==> src/rtl/dbc_port_status_tracker_if.sv <==
// Signal bundle between the DbC port status tracker and its link/software side.
// The tracker uses the slave modport; the driving environment uses master.
interface dbc_port_status_tracker_if;
  logic       DCE;
  logic       raw_connect;
  logic [3:0] link_state;
  logic       port_reset_done;
  logic       config_error;
  logic [3:0] wr_clr;
  logic       evt_ack;
  logic       CCS;
  logic       PED;
  logic [3:0] PLS;
  logic       CSC;
  logic       PRC;
  logic       PLC;
  logic       CEC;
  logic       evt_req;

  modport master (
    output DCE, raw_connect, link_state, port_reset_done, config_error, wr_clr, evt_ack,
    input  CCS, PED, PLS, CSC, PRC, PLC, CEC, evt_req
  );

  modport slave (
    input  DCE, raw_connect, link_state, port_reset_done, config_error, wr_clr, evt_ack,
    output CCS, PED, PLS, CSC, PRC, PLC, CEC, evt_req
  );
endinterface

==> src/rtl/dbc_port_status_tracker.sv <==
// Debounces connect, tracks port enable and link state, keeps the sticky change
// bits and raises one Port Status Change event per 0->1 edge of their OR.
module dbc_port_status_tracker #(
  parameter int unsigned DEBOUNCE_CYCLES = 16
) (
  input logic                      clock,
  input logic                      reset,
  dbc_port_status_tracker_if.slave port
);

  localparam logic [7:0] CNT_LAST = 8'(DEBOUNCE_CYCLES - 1);
  localparam logic [3:0] LS_INACTIVE = 4'h6;

  typedef enum logic [1:0] {
    IDLE,
    REQ,
    WAIT_CLR
  } evt_state_t;

  evt_state_t state;
  logic [7:0] cnt;
  logic       ccs, ped, csc, prc, plc, cec, evt_req;
  logic [3:0] pls;

  logic deb_done, ccs_fall, csc_set, prc_set, plc_set, cec_set, ped_next, any;

  always_comb begin
    deb_done = (port.raw_connect != ccs) && (cnt == CNT_LAST);
    ccs_fall = deb_done && ccs;
    csc_set  = deb_done;
    prc_set  = port.port_reset_done && ccs;
    cec_set  = port.config_error && ped;
    plc_set  = (port.link_state != pls) && ped;
    any      = csc | prc | plc | cec;
    // Clears are applied after the set so a falling link or connect wins.
    ped_next = ped;
    if (prc_set) ped_next = 1'b1;
    if (cec_set || ccs_fall || (port.link_state == LS_INACTIVE)) ped_next = 1'b0;
  end

  always_ff @(posedge clock) begin
    if (reset || !port.DCE) begin
      state   <= IDLE;
      cnt     <= '0;
      ccs     <= 1'b0;
      ped     <= 1'b0;
      pls     <= '0;
      csc     <= 1'b0;
      prc     <= 1'b0;
      plc     <= 1'b0;
      cec     <= 1'b0;
      evt_req <= 1'b0;
    end else begin
      if (port.raw_connect == ccs) begin
        cnt <= '0;
      end else if (deb_done) begin
        ccs <= port.raw_connect;
        cnt <= '0;
      end else begin
        cnt <= cnt + 8'd1;
      end

      ped <= ped_next;
      pls <= port.link_state;

      csc <= csc_set | (csc & ~port.wr_clr[0]);
      prc <= prc_set | (prc & ~port.wr_clr[1]);
      plc <= plc_set | (plc & ~port.wr_clr[2]);
      cec <= cec_set | (cec & ~port.wr_clr[3]);

      case (state)
        IDLE: begin
          if (any) begin
            state   <= REQ;
            evt_req <= 1'b1;
          end
        end
        REQ: begin
          if (port.evt_ack) begin
            state   <= WAIT_CLR;
            evt_req <= 1'b0;
          end
        end
        WAIT_CLR: begin
          evt_req <= 1'b0;
          if (!any) state <= IDLE;
        end
        default: begin
          state   <= IDLE;
          evt_req <= 1'b0;
        end
      endcase
    end
  end

  assign port.CCS     = ccs;
  assign port.PED     = ped;
  assign port.PLS     = pls;
  assign port.CSC     = csc;
  assign port.PRC     = prc;
  assign port.PLC     = plc;
  assign port.CEC     = cec;
  assign port.evt_req = evt_req;

endmodule

==> src/flat_wrapper.sv <==
// flat-port wrapper written by rule: the top's interface ports become plain ports
module dbc_port_status_tracker_flat 
#(
  parameter int unsigned DEBOUNCE_CYCLES = 16
)
  (clock, reset, port_DCE, port_raw_connect, port_link_state, port_port_reset_done, port_config_error, port_wr_clr, port_evt_ack, port_CCS, port_PED, port_PLS, port_CSC, port_PRC, port_PLC, port_CEC, port_evt_req);
  dbc_port_status_tracker_if port_i ();
  input logic clock;
  input logic reset;
  input wire logic [$bits(port_i.DCE)-1:0] port_DCE;
  input wire logic [$bits(port_i.raw_connect)-1:0] port_raw_connect;
  input wire logic [$bits(port_i.link_state)-1:0] port_link_state;
  input wire logic [$bits(port_i.port_reset_done)-1:0] port_port_reset_done;
  input wire logic [$bits(port_i.config_error)-1:0] port_config_error;
  input wire logic [$bits(port_i.wr_clr)-1:0] port_wr_clr;
  input wire logic [$bits(port_i.evt_ack)-1:0] port_evt_ack;
  output wire logic [$bits(port_i.CCS)-1:0] port_CCS;
  output wire logic [$bits(port_i.PED)-1:0] port_PED;
  output wire logic [$bits(port_i.PLS)-1:0] port_PLS;
  output wire logic [$bits(port_i.CSC)-1:0] port_CSC;
  output wire logic [$bits(port_i.PRC)-1:0] port_PRC;
  output wire logic [$bits(port_i.PLC)-1:0] port_PLC;
  output wire logic [$bits(port_i.CEC)-1:0] port_CEC;
  output wire logic [$bits(port_i.evt_req)-1:0] port_evt_req;
  assign port_i.DCE = port_DCE;
  assign port_i.raw_connect = port_raw_connect;
  assign port_i.link_state = port_link_state;
  assign port_i.port_reset_done = port_port_reset_done;
  assign port_i.config_error = port_config_error;
  assign port_i.wr_clr = port_wr_clr;
  assign port_i.evt_ack = port_evt_ack;
  assign port_CCS = port_i.CCS;
  assign port_PED = port_i.PED;
  assign port_PLS = port_i.PLS;
  assign port_CSC = port_i.CSC;
  assign port_PRC = port_i.PRC;
  assign port_PLC = port_i.PLC;
  assign port_CEC = port_i.CEC;
  assign port_evt_req = port_i.evt_req;
  dbc_port_status_tracker #(.DEBOUNCE_CYCLES(DEBOUNCE_CYCLES)) u_core (.clock(clock), .reset(reset), .port(port_i));
endmodule
==> config.mk <==
export PLATFORM = sky130hd
export DESIGN_NAME = dbc_port_status_tracker_flat
export DESIGN_NICKNAME = d
export VERILOG_FILES = /design/src/rtl/dbc_port_status_tracker_if.sv /design/src/rtl/dbc_port_status_tracker.sv /design/src/flat_wrapper.sv
export SDC_FILE = /design/constraint.sdc
export NUM_CORES = 1
export LEC_CHECK = 0
export BUFFER_PORTS_ARGS = -buffer_cell sky130_fd_sc_hd__buf_2
export CORE_UTILIZATION = 44
export DETAILED_ROUTE_END_ITERATION = 8
export GPL_ROUTABILITY_DRIVEN = 0
export PLACE_DENSITY_LB_ADDON = 0.3
export RECOVER_POWER = 50
export SLEW_MARGIN = 0
export SYNTH_ARGS = -nofsm -noshare
export SYNTH_HDL_FRONTEND = slang
export SYNTH_SLANG_ARGS = --single-unit
==> constraint.sdc <==
create_clock -name clock -period 1.33 [get_ports clock]
set_input_delay 0.133 -clock clock [delete_from_list [all_inputs] [get_ports clock]]
set_output_delay 0.133 -clock clock [all_outputs]
set_load 0.05 [all_outputs]
; Yosys cells after proc, flatten, opt, wreduce, memory -nomap -nowiden
; Index checks and enable logic that the tools add are counted.
[totals]
ff_bits = 21
input_bits = 15
output_inout_bits = 11
word_cells = 59
[op_classes]
addsub = 1
eq_ne = 10
n_mux = 7
bitwise = 16
n_reduce_logical = 15
[op_table]
columns = operator, n
row1 = adder 8 x 1 -> 8 bit (second input constant), 1
row2 = == test 8 x 4 -> 1 bit (second input constant), 1
row3 = bitwise OR 1 bit, 7
row4 = two-way mux 2 bit, 3
row5 = one-hot mux 2 bit (3 select lines), 1
row6 = logical AND 1 bit, 5
row7 = NOT 1 bit, 5
row8 = bitwise AND 1 bit, 4
row9 = == test 4 x 3 -> 1 bit (second input constant), 1
row10 = inequality test 2 bit (second input constant), 2
row11 = inequality test 4 bit, 1
row12 = AND reduction 2 bit, 2
row13 = logical OR 1 bit, 3
row14 = AND reduction 3 bit, 1
row15 = OR reduction 3 bit, 1
row16 = == test 2 x 1 -> 1 bit (second input constant), 1
row17 = == test 2 bit (second input constant), 1
row18 = logical NOT 2 bit, 1
row19 = two-way mux 1 bit, 2
row20 = inequality test 2 x 1 -> 1 bit (second input constant), 1
row21 = one-hot mux 1 bit (2 select lines), 1
row22 = OR reduction 2 bit, 1
row23 = == test 1 bit, 1
row24 = logical NOT 1 bit, 1
row25 = inequality test 1 bit, 1

; Depth between registers and ports, before layout
; Gate-level depths: netlist of run 1.
[logic_depth]
ltp_word = 6
mapped_depth = 4
ltp_nobuf = 4

; Worst setup path after synthesis of run 1
; No wires, ideal clock.
[synth_timing]
path_kind = register to register
start = register u_core.ccs, in the netlist u_core.port.CCS
end = register u_core.ccs, in the netlist u_core.port.CCS
setup_time_ns = 0.070
arrival_ns = 1.498
required_ns = 1.260
setup_slack_ns = -0.238
stages_incl_launch_ff = 4
n_path_buf = 0
period_less_slack_ns = 1.568
path_cell_list = dfxtp_1 -> xnor2_1 -> or4_1 -> a21oi_1
[synth_via]
elab_chain_cells = 3
elab_cells_between_ends = 5
cone_classes = eq/ne: 2 / bitwise: 1 / reduce/logical: 2
[synth_rtl]
columns = item, line
row1 = start: declaration, dbc_port_status_tracker.sv:22  ; logic ccs, ped, csc, prc, plc, cec, evt_req;
row2 = start signal: assignment, dbc_port_status_tracker.sv:57  ; ccs <= port.raw_connect;
row3 = inequality test 1 bit / == test 1 bit (equally long branches), "dbc_port_status_tracker.sv:28, dbc_port_status_tracker.sv:54"
row4 = logical AND 1 bit / NOT 1 bit (equally long branches), n/a
row5 = AND reduction 2 bit (no source line) *, n/a
; Mark *: on every way between the ends. The rest lies on a longest branch, timed or not.
; A chain may end at the register's enable or synchronous reset.

; Worst setup path after layout of run 1
[layout_timing]
start = register u_core.cnt[7]
end = register u_core.ccs, in the netlist u_core.port.CCS
[layout_via]
elab_chain_cells = 3
[layout_rtl]
columns = item, line
row1 = start: declaration, dbc_port_status_tracker.sv:21  ; logic [7:0] cnt;
row2 = start signal: assignment, dbc_port_status_tracker.sv:60  ; cnt <= cnt + 8'd1;
row3 = == test 8 x 4 -> 1 bit, dbc_port_status_tracker.sv:28  ; deb_done = (port.raw_connect != ccs) && (cnt == CNT_LAST);
row4 = logical AND 1 bit, dbc_port_status_tracker.sv:28
row5 = AND reduction 2 bit (no source line), n/a
; No other way between the ends.

==> impl_table.tex, run 1 <==
\begin{tabular}{lr}
\hline
Metric & Value \\
\hline
\multicolumn{2}{l}{\textbf{Floorplanning}} \\
Count of standard-cell rows & 15 \\
Die span in y & roughly 46 µm \\
Die area & about 0.0021 mm² \\
Chip Width & around 46 µm \\
\# IOs & 26 \\
Core area & roughly 0.0018 mm² \\
Initial standard-cell utilization of the core & 0.484 \\
\multicolumn{2}{l}{\textbf{Critical path}} \\
Nature of the critical path startpoint & register \\
CP max stage cell & sky130\_fd\_sc\_hd\_\_or4\_4 \\
Reg-to-reg startpoint & u\_core.cnt[7] \\
Worst path max stage delay & 540 ps \\
Reg-to-reg critical path endpoint & u\_core.port.CCS \\
Signal arrival time at the worst endpoint & 1710 ps \\
Crit Path Class & register to register \\
R2r worst-path depth & 3 \\
Ordered cell list for the critical path & or4\_4 -> or4\_1 -> a21oi\_1 \\
Data required time at the worst endpoint & approximately 1600 ps \\
Top fanout value on the critical path & 4 \\
Critical Path Sink Type & register \\
Critical path origin & u\_core.cnt[7] \\
End point of the critical path & u\_core.port.CCS \\
Register-to-register setup slack & -150 ps \\
\multicolumn{2}{l}{\textbf{Clock tree}} \\
Clock transition at the register clock pins on the worst setup and hold paths after CTS & approximately 110 ps \\
TritonCTS sink count & 21 \\
Maximum level of the CTS H-tree & 1 \\
Clock tree from TritonCTS & done \\
Max Root-Sink Buffers & 2 \\
Clk Latency, worst-skew pair & around 300 ps \\
Buffer cell driving the clock tree root & sky130\_fd\_sc\_hd\_\_clkbuf\_4 \\
TritonCTS buffer count & 3 \\
Total setup buffers inserted after CTS & 0 \\
\multicolumn{2}{l}{\textbf{STA}} \\
Minimum setup slack in the final design & -148 ps \\
Final worst path period need & roughly 1500 ps \\
Final setup violation count & 7 \\
Clock skew after layout & between 3 and 4 ps \\
Worst Tran Pin Value & between 300 and 400 ps \\
Max-slew violation count & 0 \\
Fmax achieved & slightly below 0.7 GHz \\
Hold Vio Cnt, Final & 0 \\
Fraction of the cycle the final worst path needs & 1.11 \\
Relative max-transition margin & 0.788 \\
Unrepaired setup endpoints after global routing & yes \\
\multicolumn{2}{l}{\textbf{Flow run}} \\
Total of max-cap violations & 0 \\
\multicolumn{2}{l}{\textbf{Finish}} \\
Ratio of cells with drive above 1 in the final layout & 0.427 \\
Synth-to-Final Area Change & 35.7\% \\
Utilization after layout & 0.656 \\
Filler instances & approximately 150 \\
Final \#Nets & about 150 \\
Antenna fix cells & 0 \\
\multicolumn{2}{l}{\textbf{Detailed routing}} \\
Number of DRC markers after the initial detailed-route iteration & 12 \\
Routed wirelength normalized by instance count & between 10 and 15 µm \\
Antenna violation net count after detailed routing & 0 \\
Vias after detailed routing & between 700 and 800 \\
Final routed wirelength across all metal layers & about 1800 µm \\
First-pass DRT Iterations & 4 \\
DR vias/cell & about 5.1 \\
Count of unresolved DRC violations after routing & 0 \\
\multicolumn{2}{l}{\textbf{Synthesis}} \\
Count of distinct cell types in the synthesized netlist & 31 \\
Cell types occupying the most area after synthesis & sky130\_fd\_sc\_hd\_\_dfxtp\_1, sky130\_fd\_sc\_hd\_\_xor2\_1, sky130\_fd\_sc\_hd\_\_a21oi\_1 \\
Number of synthesized register bits & 21 \\
Primary FF master, synth & sky130\_fd\_sc\_hd\_\_dfxtp\_1 \\
Number of flops mapped to enable cells by yosys & 0 \\
Average instance area after synthesis & 9.37 µm² \\
Most common library cells after synthesis & sky130\_fd\_sc\_hd\_\_dfxtp\_1, sky130\_fd\_sc\_hd\_\_a21oi\_1, sky130\_fd\_sc\_hd\_\_nand2\_1 \\
Warnings, synthesis & 0 \\
Nets in the synthesized netlist & about 110 \\
Library cell with the largest summed area after synthesis & sky130\_fd\_sc\_hd\_\_dfxtp\_1 \\
Mapped Cells & between 90 and 100 \\
Fraction of the yosys area taken by sequential cells & 0.488 \\
Combined area of all synthesized cells & 862 µm² \\
Most numerous cell in the Yosys netlist & sky130\_fd\_sc\_hd\_\_dfxtp\_1 \\
Async set-or-reset flop fraction in the synthesized netlist & 0 \\
Fraction of post-synthesis cell area in the top cell type by area & 0.488 \\
\multicolumn{2}{l}{\textbf{GRT}} \\
Total Routing Usage GR & 0.185 \\
Antenna violations before repair & 0 \\
Largest net degree at the start of global routing & 13 \\
Number of global-route vias before repair & about 680 \\
Total grt overflow & 0 \\
Global-route wire length before repair & about 2800 µm \\
\multicolumn{2}{l}{\textbf{Power}} \\
Sw Share & 0.238 \\
Clock network fraction of design power & 0.295 \\
Fraction of power consumed by sequential logic & 0.623 \\
Overall power & between 1 and 1.5 mW \\
Worst vdd rail ir drop & between 600 and 700 µV \\
Internal power contribution & about 0.8 mW \\
Static Leakage & 0.469 nW \\
Cell Pwr Density & 879 mW/mm² \\
Switching power summed over all nets & around 0.24 mW \\
Logic pwr share & 0.083 \\
\multicolumn{2}{l}{\textbf{Outcome}} \\
Violations in the final reports & negative setup slack \\
Run status & complete, but fails checks \\
\multicolumn{2}{l}{\textbf{Placement}} \\
Post-detail-place hpwl & between 1000 and 1500 µm \\
I/O Buffers & 25 \\
\multicolumn{2}{l}{\textbf{Min path}} \\
Worst hold path class & input port to register \\
\hline
\end{tabular}
layout make-up:
cell class,instances,area (µm²),area share
clock buffer,3,22.5,0.0193
clock inverter,1,5.00,0.00428
inverter,2,7.51,0.00642
multi-input combinational,68,469,0.401
sequential,21,428,0.366
tap,25,31.3,0.0267
timing repair buffer,36,206,0.176
power groups by stage:
stage	Sequential [mW]	Combinational, mW	Clock, mW
final	0.640	0.0851	0.303
after global routing	0.641	0.0925	0.339
after CTS	0.640	0.0866	0.316
after detailed placement	0.654	0.0853	0
after global placement	0.653	0.0840	0
after floorplan	0.670	0.0268	0
cells by family (layout without fill, tap and decap cells):
| logic type | after synthesis | count (layout) | synth area share |
|---|---|---|---|
| AO/OA/AOI/OAI | 20 | 20 | 0.144 |
| XOR/XNOR | 8 | 8 | 0.0813 |
| adder cells (fa/ha/maj) | 1 | 1 | 0.0145 |
| buffers and inverters | 3 | 42 | 0.0131 |
| flip-flops | 21 | 21 | 0.488 |
| multiplexers | 1 | 1 | 0.0131 |
| AND/OR/NAND/NOR | 38 | 38 | 0.247 |
critical path: cells and delay by family (launching register included):
family / cells / cell delay [ps]
flip-flops: 1 / 340
AND/OR/NAND/NOR: 2 / 950
AO/OA/AOI/OAI: 1 / 120
flip-flops by register name, indices dropped and copies added (netlist names):
signal,count
u_core.port.CCS,1
u_core.port.CEC,1
u_core.port.PRC,1
u_core.port.PLC,1
u_core.state,2
u_core.port.CSC,1
u_core.port.PED,1
u_core.cnt,8
u_core.port.PLS,4
u_core.port.evt_req,1
how the worst min path moves through the flow:
stage / startpoint / end / slack (ps) / depth (start not counted)
6_report: port_link_state[2] / u_core.port.PLS[2] / 70 / 2
4_1_cts: port_wr_clr[1] / u_core.port.PRC / 60 / 3
2_1_floorplan: port_link_state[0] / u_core.port.PLS[0] / 250 / 1
3_3_place_gp: port_link_state[1] / u_core.port.PLS[1] / 370 / 2
5_1_grt: port_link_state[3] / u_core.port.PLS[3] / 60 / 2
3_5_place_dp: port_link_state[3] / u_core.port.PLS[3] / 380 / 2
routing by layer:
metal	share of wire	vias to the layer above	track usage
met1	0.46	362	0.251
met5	0	-	0
met2	0.47	25	0.268
met3	0.053	5	0.0392
li1	-	405	-
met4	0.022	0	0.106
placed cells by master (no fill, tap or decap), types with 3 or more instances in the layout:
master,count
sky130_fd_sc_hd__a21oi_1,6
sky130_fd_sc_hd__a21oi_2,3
sky130_fd_sc_hd__and2_1,4
sky130_fd_sc_hd__buf_2,24
sky130_fd_sc_hd__buf_4,9
sky130_fd_sc_hd__clkbuf_4,3
sky130_fd_sc_hd__dfxtp_1,15
sky130_fd_sc_hd__dfxtp_2,6
sky130_fd_sc_hd__nand2_1,9
sky130_fd_sc_hd__nand2b_1,5
sky130_fd_sc_hd__o21ai_0,3
sky130_fd_sc_hd__xor2_1,6
stage by stage:
step	instance area [µm²]	setup slack (ps)	hold WS, ps	instances	setup TNS, ps
final	1170	-148	67.9	156	-382
after global routing	1170	-180	56.2	156	-1010
after CTS	1140	-145	56.5	156	-342
after detailed placement	1100	-117	385	152	-209
after global placement	1100	-100	372	152	-121
after floorplan	867	-91.8	255	92	-109
timing repair:
| action | 4_1_cts | 5_1_grt |
|---|---|---|
| endpoints found under the setup margin | 8 | 9 |
| gates resized for setup | 5 | 7 |
| pin swaps | 1 | 1 |
| hold buffers | 0 | 0 |
No activity file was read; power rests on OpenSTA's default activity.
==> run 2, diff against run 1 <==
CELL_PAD_IN_SITES_DETAIL_PLACEMENT = 1   (was not set)
CELL_PAD_IN_SITES_GLOBAL_PLACEMENT = 1   (was not set)
CORE_UTILIZATION = 32   (was 44)
==> run 2 against run 1 <==
Compared with the run above:
- sequential share of layout area shrank 0.15 points
- first-iteration DRC count shrank 17%
- highest routed layer unchanged
- hold slack gained 18 ps
- core utilization shrank 19 points
- critical path depth is the same
- maximum frequency shrank 0.91%
- power shrank 0.54%
- die area grew 36%
- sequential cell count is the same
- final cell count grew 2.6%
- the flow still finishes with violations (negative setup slack)
==> impl_table.tex, run 2 (synthesis results as in run 1) <==
\begin{tabular}{lr}
\hline
Metric & Value \\
\hline
\multicolumn{2}{l}{\textbf{STA}} \\
Fmax achieved & 0.671 GHz (-0.91\%) \\
Clock skew after layout & 4.59 ps (+1.08 ps) \\
Worst Tran Pin Value & 342 ps (+31.7 ps) \\
Minimum setup slack in the final design & -161 ps (-13.6 ps) \\
Fraction of the cycle the final worst path needs & 1.12 (+0.0102) \\
Max-slew violation count & 0 (unchanged) \\
Relative max-transition margin & 0.769 (-0.0188) \\
Unrepaired setup endpoints after global routing & yes \\
Hold Vio Cnt, Final & 0 (unchanged) \\
Final worst hold slack & 86.0 ps (+18.1 ps) \\
Setup total negative slack & -576 ps (-194 ps) \\
Final worst path period need & 1490 ps (+13.6 ps) \\
Final setup violation count & 8 (+1) \\
\multicolumn{2}{l}{\textbf{Finish}} \\
Sequential cell area & 427 µm² (-0.29\%) \\
Area of the multi-input gates & 473 µm² (+0.80\%) \\
Filler instances & 311 (+110\%) \\
Ratio of cells with drive above 1 in the final layout & 0.408 (-0.0198) \\
Commonest cells after routing, fill and taps aside & sky130\_fd\_sc\_hd\_\_buf\_2, sky130\_fd\_sc\_hd\_\_dfxtp\_1, sky130\_fd\_sc\_hd\_\_nand2\_1 \\
Max FFs per register & 8 (unchanged) \\
Leading cell type in the layout, fill and taps excluded & sky130\_fd\_sc\_hd\_\_buf\_2 \\
Antenna fix cells & 0 (unchanged) \\
Biggest register & u\_core.cnt \\
Fin cells & 160 (+2.6\%) \\
Synth-to-Final Area Change & 35.8\% \\
Final Cell Area & 0.00117 mm² (+0.11\%) \\
Final \#Nets & 147 (-0.68\%) \\
Utilization after layout & 0.464 (-0.192) \\
\multicolumn{2}{l}{\textbf{Power}} \\
Cell Pwr Density & 873 mW/mm² (-0.64\%) \\
Static Leakage & 0.458 nW (-2.4\%) \\
Overall power & 1.02 mW (-0.54\%) \\
Worst vdd rail ir drop & 655 µV (+4.9\%) \\
\multicolumn{2}{l}{\textbf{GRT}} \\
Number of global-route vias before repair & 781 (+15\%) \\
Total Routing Usage GR & 0.168 (-0.0166) \\
Total grt overflow & 0 (unchanged) \\
Global-route wire length before repair & 3420 µm (+24\%) \\
Antenna violations before repair & 0 (unchanged) \\
Largest net degree at the start of global routing & 12 (-1) \\
\multicolumn{2}{l}{\textbf{Critical path}} \\
Signal arrival time at the worst endpoint & 1720 ps (about the same) \\
Data required time at the worst endpoint & 1560 ps (about the same) \\
R2r worst-path depth & 3 (unchanged) \\
Top fanout value on the critical path & 4 (unchanged) \\
Crit Path Class & register to register \\
Reg-to-reg critical path endpoint & u\_core.port.CCS \\
Reg-to-reg startpoint & u\_core.cnt[7] \\
Critical Path Sink Type & register \\
Register-to-register setup slack & -160 ps (about the same) \\
Nature of the critical path startpoint & register \\
\multicolumn{2}{l}{\textbf{Clock tree}} \\
Hold\_buf cts & 0 (unchanged) \\
TritonCTS buffer count & 3 (unchanged) \\
Buffer cell driving the clock tree root & sky130\_fd\_sc\_hd\_\_clkbuf\_4 \\
Maximum level of the CTS H-tree & 1 (unchanged) \\
Clock tree from TritonCTS & done \\
Clk Latency, worst-skew pair & 290 ps (about the same) \\
Clock transition at the register clock pins on the worst setup and hold paths after CTS & 110 ps (about the same) \\
TritonCTS sink count & 21 (unchanged) \\
Max Root-Sink Buffers & 2 (unchanged) \\
\multicolumn{2}{l}{\textbf{Outcome}} \\
Violations in the final reports & negative setup slack \\
Run status & complete, but fails checks \\
\multicolumn{2}{l}{\textbf{Floorplanning}} \\
Chip Width & 53.9 µm (+17\%) \\
Die area & 0.00291 mm² (+36\%) \\
Core area & 0.00252 mm² (+41\%) \\
Die span in y & 53.9 µm (+17\%) \\
\# IOs & 26 (unchanged) \\
Initial standard-cell utilization of the core & 0.342 (-0.142) \\
Count of standard-cell rows & 18 (+3) \\
\multicolumn{2}{l}{\textbf{Detailed routing}} \\
First-pass DRT Iterations & 4 (unchanged) \\
DR vias/cell & 4.99 (-2.3\%) \\
Vias after detailed routing & 799 (+0.25\%) \\
Final routed wirelength across all metal layers & 2140 µm (+20\%) \\
Antenna violation net count after detailed routing & 0 (unchanged) \\
Count of unresolved DRC violations after routing & 0 (unchanged) \\
Number of DRC markers after the initial detailed-route iteration & 10 (-2) \\
Routed wirelength normalized by instance count & 13.4 µm (+17\%) \\
\multicolumn{2}{l}{\textbf{Min path}} \\
Sink of the worst hold path & u\_core.port.PLS[1] \\
HP Start & port\_link\_state[1] \\
Count of cells along the worst hold path & 2 (unchanged) \\
Worst hold path class & input port to register \\
\multicolumn{2}{l}{\textbf{Placement}} \\
Placed Cells & 156 (+2.6\%) \\
I/O Buffers & 25 (unchanged) \\
Setup WS pre-CTS & -129 ps (-12.5 ps) \\
Post-detailed-placement cell area & 0.00110 mm² (-0.11\%) \\
\multicolumn{2}{l}{\textbf{Flow run}} \\
Total of max-cap violations & 0 (unchanged) \\
\hline
\end{tabular}
==> run 2: report_power, final <==
group / total, mW / switching (mW) / internal, mW
clock: 0.296 / 0.179 / 0.116
combinational: 0.0870 / 0.0511 / 0.0358
sequential: 0.640 / 0.00450 / 0.635
==> run 2: how the worst max path moves through the flow <==
| stage | from | to | slack [ps] | cells after the start |
|---|---|---|---|---|
| after floorplan | u_core.cnt[7] | u_core.port.CCS | -90 | 3 |
| after global placement | u_core.cnt[7] | u_core.port.CCS | -100 | 3 |
| after detailed placement | u_core.cnt[7] | u_core.port.CCS | -130 | 3 |
| after CTS | u_core.cnt[7] | u_core.port.CCS | -160 | 3 |
| after global routing | u_core.cnt[7] | u_core.port.CCS | -180 | 3 |
| final | u_core.cnt[7] | u_core.port.CCS | -160 | 3 |
==> run 2: what timing repair did <==
item	4_1_cts	5_1_grt
buffers inserted	0	0
endpoints found under the setup margin	9	9
resized for setup	7	5
pin swaps	1	2
==> run 2: final cells by class <==
cell class                 count  area share
sequential                    21       0.364
inverter                       2     0.00641
timing repair buffer          35       0.171
tap                           30      0.0321
multi-input combinational     68       0.404
clock buffer                   4      0.0224
==> run 2: critical path, cell delays in order (launching register included) <==
cell and delay (ps):
sky130_fd_sc_hd__dfxtp_2 340, sky130_fd_sc_hd__or4_4 550, sky130_fd_sc_hd__or4_1 410, sky130_fd_sc_hd__a21oi_1 130
==> run 2: layer usage <==
metal / track usage / vias up / wire, µm
met5: 0 / - / 0
met4: 0.0526 / 0 / 13
met3: 0.0339 / 2 / 71
met2: 0.309 / 15 / 1140
met1: 0.191 / 380 / 919
li1: - / 402 / -
